### config.mk
export PLATFORM = sky130hd
export DESIGN_NAME = bcd_countdown_timer
export DESIGN_NICKNAME = d
export VERILOG_FILES = /design/src/rtl/bcd_countdown_timer.sv
export SDC_FILE = /design/constraint.sdc
export NUM_CORES = 1
export LEC_CHECK = 0
export BUFFER_PORTS_ARGS = -buffer_cell sky130_fd_sc_hd__buf_2
export CORE_ASPECT_RATIO = 1.5
export CORE_MARGIN = 2
export CORE_UTILIZATION = 45
export CTS_CLUSTER_DIAMETER = 150
export DETAILED_ROUTE_END_ITERATION = 8
export PLACE_DENSITY = 0.75
export SYNTH_ARGS = -nofsm -noshare
export SYNTH_HDL_FRONTEND = slang
export SYNTH_SLANG_ARGS = --single-unit
### constraint.sdc
create_clock -name clk -period 5.05 [get_ports clk]
set_clock_uncertainty 0.1 [all_clocks]
set_input_delay 0.7575 -clock clk [delete_from_list [all_inputs] [get_ports clk]]
set_output_delay 0.7575 -clock clk [all_outputs]
set_load 0.01 [all_outputs]
### src/rtl/bcd_countdown_timer.sv
// bcd_countdown_timer: mm:ss BCD countdown timer advanced by the rising edges
// of a slow, clk-synchronous tick square wave. All outputs are registered.
module bcd_countdown_timer #(
   parameter int MAX_MIN     = 99,
   parameter int ALARM_TICKS = 0
) (
   input  logic       clk,
   input  logic       reset,
   input  logic       tick_in,
   input  logic       load,
   input  logic [6:0] load_min,
   input  logic [5:0] load_sec,
   input  logic       start,
   input  logic       stop,
   output logic [3:0] min_tens,
   output logic [3:0] min_ones,
   output logic [3:0] sec_tens,
   output logic [3:0] sec_ones,
   output logic       running,
   output logic       alarm,
   output logic       done
);

   typedef enum logic [1:0] {ST_IDLE, ST_RUN, ST_PAUSED, ST_DONE} state_t;

   // Alarm tick counter only needs to hold 0..ALARM_TICKS-1.
   localparam int ACW = (ALARM_TICKS < 2) ? 1 : $clog2(ALARM_TICKS);
   localparam logic [ACW-1:0] ALARM_LAST = ACW'((ALARM_TICKS > 0) ? ALARM_TICKS - 1 : 0);
   localparam logic [6:0] MAX_MIN_L = 7'(MAX_MIN);

   state_t          state_q, state_d;
   logic [15:0]     cnt_q, cnt_d;       // {min_tens, min_ones, sec_tens, sec_ones}
   logic            tick_prev_q, tick_prev_d;
   logic            running_q, running_d;
   logic            alarm_q, alarm_d;
   logic            done_q, done_d;
   logic [ACW-1:0]  acnt_q, acnt_d;

   logic            tick_rise;
   logic [6:0]      min_clamped;
   logic [5:0]      sec_clamped;
   logic [15:0]     cnt_dec;

   // Binary (0..99) to two BCD digits {tens, ones}.
   function automatic logic [7:0] to_bcd(input logic [6:0] v);
      return {4'(v / 7'd10), 4'(v % 7'd10)};
   endfunction

   // One-second BCD borrow-chain decrement; 00:00 stays at 00:00.
   function automatic logic [15:0] bcd_dec(input logic [15:0] c);
      logic [3:0] mt, mo, st, so;
      {mt, mo, st, so} = c;
      if (c != 16'h0000) begin
         if (so != 4'd0) begin
            so = so - 4'd1;
         end else begin
            so = 4'd9;
            if (st != 4'd0) begin
               st = st - 4'd1;
            end else begin
               st = 4'd5;
               if (mo != 4'd0) begin
                  mo = mo - 4'd1;
               end else begin
                  mo = 4'd9;
                  mt = mt - 4'd1;
               end
            end
         end
      end
      return {mt, mo, st, so};
   endfunction

   assign tick_rise   = tick_in & ~tick_prev_q;
   assign min_clamped = (load_min > MAX_MIN_L) ? MAX_MIN_L : load_min;
   assign sec_clamped = (load_sec > 6'd59) ? 6'd59 : load_sec;
   assign cnt_dec     = bcd_dec(cnt_q);

   // Next-state logic: load > stop > start > tick; an accepted command swallows the tick.
   always_comb begin
      state_d     = state_q;
      cnt_d       = cnt_q;
      tick_prev_d = tick_in;
      done_d      = 1'b0;
      acnt_d      = acnt_q;
      if (load) begin
         state_d = ST_IDLE;
         cnt_d   = {to_bcd(min_clamped), to_bcd({1'b0, sec_clamped})};
         acnt_d  = '0;
      end else begin
         case (state_q)
            ST_IDLE: begin
               if (start && cnt_q != 16'h0000) state_d = ST_RUN;
            end
            ST_RUN: begin
               if (stop) begin
                  state_d = ST_PAUSED;
               end else if (tick_rise) begin
                  cnt_d = cnt_dec;
                  if (cnt_dec == 16'h0000) begin
                     state_d = ST_DONE;
                     done_d  = 1'b1;
                     acnt_d  = '0;
                  end
               end
            end
            ST_PAUSED: begin
               if (stop) state_d = ST_PAUSED;
               else if (start) state_d = ST_RUN;
            end
            ST_DONE: begin
               if (stop) begin
                  state_d = ST_IDLE;
                  acnt_d  = '0;
               end else if (tick_rise && ALARM_TICKS > 0) begin
                  if (acnt_q == ALARM_LAST) begin
                     state_d = ST_IDLE;
                     acnt_d  = '0;
                  end else begin
                     acnt_d = acnt_q + 1'b1;
                  end
               end
            end
            default: state_d = ST_IDLE;
         endcase
      end
      running_d = (state_d == ST_RUN);
      alarm_d   = (state_d == ST_DONE);
   end

   // State and output registers with synchronous active-low reset.
   always_ff @(posedge clk) begin
      if (!reset) begin
         state_q     <= ST_IDLE;
         cnt_q       <= '0;
         tick_prev_q <= 1'b0;
         running_q   <= 1'b0;
         alarm_q     <= 1'b0;
         done_q      <= 1'b0;
         acnt_q      <= '0;
      end else begin
         state_q     <= state_d;
         cnt_q       <= cnt_d;
         tick_prev_q <= tick_prev_d;
         running_q   <= running_d;
         alarm_q     <= alarm_d;
         done_q      <= done_d;
         acnt_q      <= acnt_d;
      end
   end

   assign {min_tens, min_ones, sec_tens, sec_ones} = cnt_q;
   assign running = running_q;
   assign alarm   = alarm_q;
   assign done    = done_q;

endmodule

==> summary.md <==
The power density over the cells is 239 nW/µm², and the via total after detailed routing is 2242. The library cells used most frequently in the layout, excluding fill and tap cells, are buf_2 (37), nor2_1 (26), nand2_1 (24), dfxtp_1 (22), a21oi_1 (19). The run gives 0.199 as the global-route usage over all layers.

The via count of the first global-routing pass was 1960; the number of slew-limit violations in the final report was 0. The peak supply drop was 94.6 µV. The category of the most critical setup path was input pin to flop. The floorplan die area was 5480 µm². After clock tree synthesis, the setup repair step added 0 buffers.

The share of async-settable or async-resettable flops after synthesis was 0. The run finished with clean final reports. The mapped netlist covers 2200 µm². The kind of start point of the critical path was an input pin. Pin placement for this block handled 38 I/O pins.

The met3 usage in global routing was 0.0100; the warning count from the yosys run was 0. Across the whole layout, storage elements account for 440 µm². The relative slew slack was 0.533. The signed area change from the synthesized netlist to the final layout is 11.9%, and the TritonCTS buffer count is 3. The distinct cell type count of the synthesized netlist is 70. In this run the worst setup path terminates at cnt_q[10]$_SDFFE_PN0P_. Counting tap cells, the placed design contains a total of 381 instances. After technology mapping, the gate count stands at 295. The dominant cell type by area after synthesis is dfxtp_1.

The final layout contains 346 nets. The residual antenna-violating net count after detailed routing is 0. The mean routed wirelength per cell is 13.5 µm. Measured in cells, the most critical reg-to-reg path has a length of 6. The share of layout cells above drive strength 1 works out to 0.194. The tools report the sequential element share of the synthesized area as 0.200.

The tools report the origin of the critical flop-to-flop path as cnt_q[6]$_SDFFE_PN0P_. The finished cells cover 2460 µm². The category of the worst setup path capture point was a flop. The run gives 30 as the pin count of the biggest net entering global routing. The static leakage power was 1.01 nW.

The number of I/O port buffers was 37; the CTS clock-pin slew for the worst setup and hold paths was 0.08 ns. The synthesized area per cell works out to 7.46 µm². TritonCTS built the clock tree.

Setup repair after global routing left no endpoint under its margin. The final instance count without filler cells was 385; the placeable core region was 4770 µm². Of all nets on the critical path, the largest fanout is 16.

The library cell used most frequently in the layout, excluding fill and tap cells, is buf_2. The run gives 0.26 ns as the clock network latency to the later pin of the worst-skew pair. The tool flagged a number of max-cap violations equal to 0. The HPWL after detailed placement is 4.07 mm, and the number of cells upsized or downsized after cts is 0.

The critical path data required time was 5.10 ns; the fraction of synthesized cell area taken by the top area cell type was 0.200. For this run, design rule violations remaining after detail routing come to 0. The final critical-path share of the clock period came out at 0.825. Commonest register cell after synthesis: dfxtp_1. The detailed router finished its first iteration with 135 violations.

After layout, the minimum clock period comes to 4.16 ns. The run gives 0 as the number of hold buffers added after CTS. Dividing the detail-routed via count by the number of cells gives 5.82.

The total length of routed wires came out at 5.22 mm. In this run, synthesis produced a sequential element count of 22. Layer with the highest usage: met2. The run gives 0.239 as the global routing usage on met1.

The number of rows created at floorplan was 31; the register-to-register setup slack was 2.49 ns. The synthesized design contains 0 enable-type register cells. Total grt overflow: 0.

The number of failing setup endpoints in the final timing report is 0. The tools report the number of search-and-repair iterations in the first detailed-routing pass as 4. The clock drives 22 sinks. The floorplan die height is 89.7 µm. In this run the clock root is driven by a clkbuf_8.

The initial antenna violation count is 0, and the final weighted congestion of routability-driven global placement is 0.840. For the area used by multi-input combinational logic, the log shows 1630 µm². In this run the cell area measured after placement is 2390 µm². The tools report the worst hold slack across all endpoints as 0.402 ns. The min-delay analysis places its worst path in the category flop to flop.

The logs give 0.462 for the starting density of the core and 240 MHz for the maximum operating frequency. The total inserted antenna cells came out at 0. Total power consumption of the routed design: 0.590 mW.

In the final timing run, aggregate negative setup slack is 0 ns. The endpoint identified for the worst register-to-register timing path is cnt_q[6]$_SDFFE_PN0P_. The number of filler cells placed in the layout is 480, and the number of H-tree levels is 1. For the global-route met2 utilization, the log shows 0.364.

In the post-synthesis netlist, the biggest area contributors are dfxtp_1 (20%), nor2_1 (4.4%), a21oi_1 (4.3%). In this run the horizontal extent of the chip is 61.1 µm. The first global-routing pass estimated 8.61 mm of wire. The maximum clock path buffer count came out at 2. The slew at the pin closest to its max-slew limit was 0.695 ns. Synthesis produced a netlist with a net count of 321. In this run the worst setup path begins at load_min[6]. STA puts the critical path data arrival time at 4.22 ns.

The final count of hold timing violations was 0.
==> cells in the mapped netlist, types with 7 or more instances <==
cell type  count
nor2_1        26
nand2_1       24
dfxtp_1       22
a21oi_1       19
o21ai_0       18
inv_1         14
nor3_1        12
clkbuf_1      11
nor2b_1       10
nand3_1        8
a31oi_1        7
ha_1           7
nand2b_1       7
==> state kept, by name, summed over array words and instances (netlist names) <==
signal and flops:
tick_prev_q 1, alarm 1, running 1, done 1
state_q 2, cnt_q 16
==> area by class of cell <==
cell class                      instances  area share
Clock buffer                            3      0.0168
Inverter                               16      0.0244
Clock inverter                          1      0.0122
Multi-Input combinational cell        240       0.659
Sequential cell                        22       0.179
Tap cell                               66      0.0335
Timing Repair Buffer                   37      0.0751
==> how the worst min path moves through the flow <==
stage          depth (start not counted)                    end             startpoint  slack (ns)
2_1_floorplan                          1  cnt_q[7]$_SDFFE_PN0P_  cnt_q[7]$_SDFFE_PN0P_        0.43
5_1_grt                                1  cnt_q[7]$_SDFFE_PN0P_  cnt_q[7]$_SDFFE_PN0P_        0.43
6_report                               1  cnt_q[7]$_SDFFE_PN0P_  cnt_q[7]$_SDFFE_PN0P_        0.40
3_5_place_dp                           1  cnt_q[7]$_SDFFE_PN0P_  cnt_q[7]$_SDFFE_PN0P_        0.39
4_1_cts                                1  cnt_q[7]$_SDFFE_PN0P_  cnt_q[7]$_SDFFE_PN0P_        0.41
3_3_place_gp                           1  cnt_q[7]$_SDFFE_PN0P_  cnt_q[7]$_SDFFE_PN0P_        0.40
==> cell families after synthesis <==
kind of cell | synth area share
AOI/OAI and AO/OA | 0.305
xor gates and xnor gates | 0.0239
adders and majority gates | 0.0398
buffers and inverters | 0.0619
DFF | 0.200
muxes | 0.0557
and+or+nand+nor | 0.314
==> metal layers <==
| metal | wire (µm) | share of wire |
|---|---|---|
| met1 | 2250 | 0.43 |
| met2 | 2750 | 0.53 |
| met3 | 132 | 0.025 |
| met4 | 85 | 0.016 |
| met5 | 0 | 0 |
==> worst max-delay path: stages <==
cell and delay [ns]:
buf_2 0.27, a21oi_1 0.12, ha_1 0.29, or3_4 0.37
o221ai_4 0.10, ha_1 0.33, a2111oi_0 0.16, nor3_1 0.51
a2bb2oi_1 0.23, and2_1 0.15, ha_1 0.16, inv_1 0.09
a21oi_1 0.28, o21bai_1 0.17, a31o_2 0.16, a2bb2oi_1 0.06
==> metrics by stage <==
stage | worst slack (ns) | util
2_1_floorplan | 1.09 | -
3_3_place_gp | 0.852 | 0.502
3_5_place_dp | 0.679 | 0.502
4_1_cts | 0.955 | 0.517
5_1_grt | 0.583 | 0.517
6_report | 0.886 | 0.517
==> report_power, final <==
part | switching (mW) | leakage [nW] | internal [mW] | total, mW
Clock | 0.0568 | 0.0357 | 0.106 | 0.163
Sequential | 0.0192 | 0.181 | 0.186 | 0.206
Combinational | 0.127 | 0.796 | 0.0945 | 0.221
No activity file was read; power rests on OpenSTA's default activity.
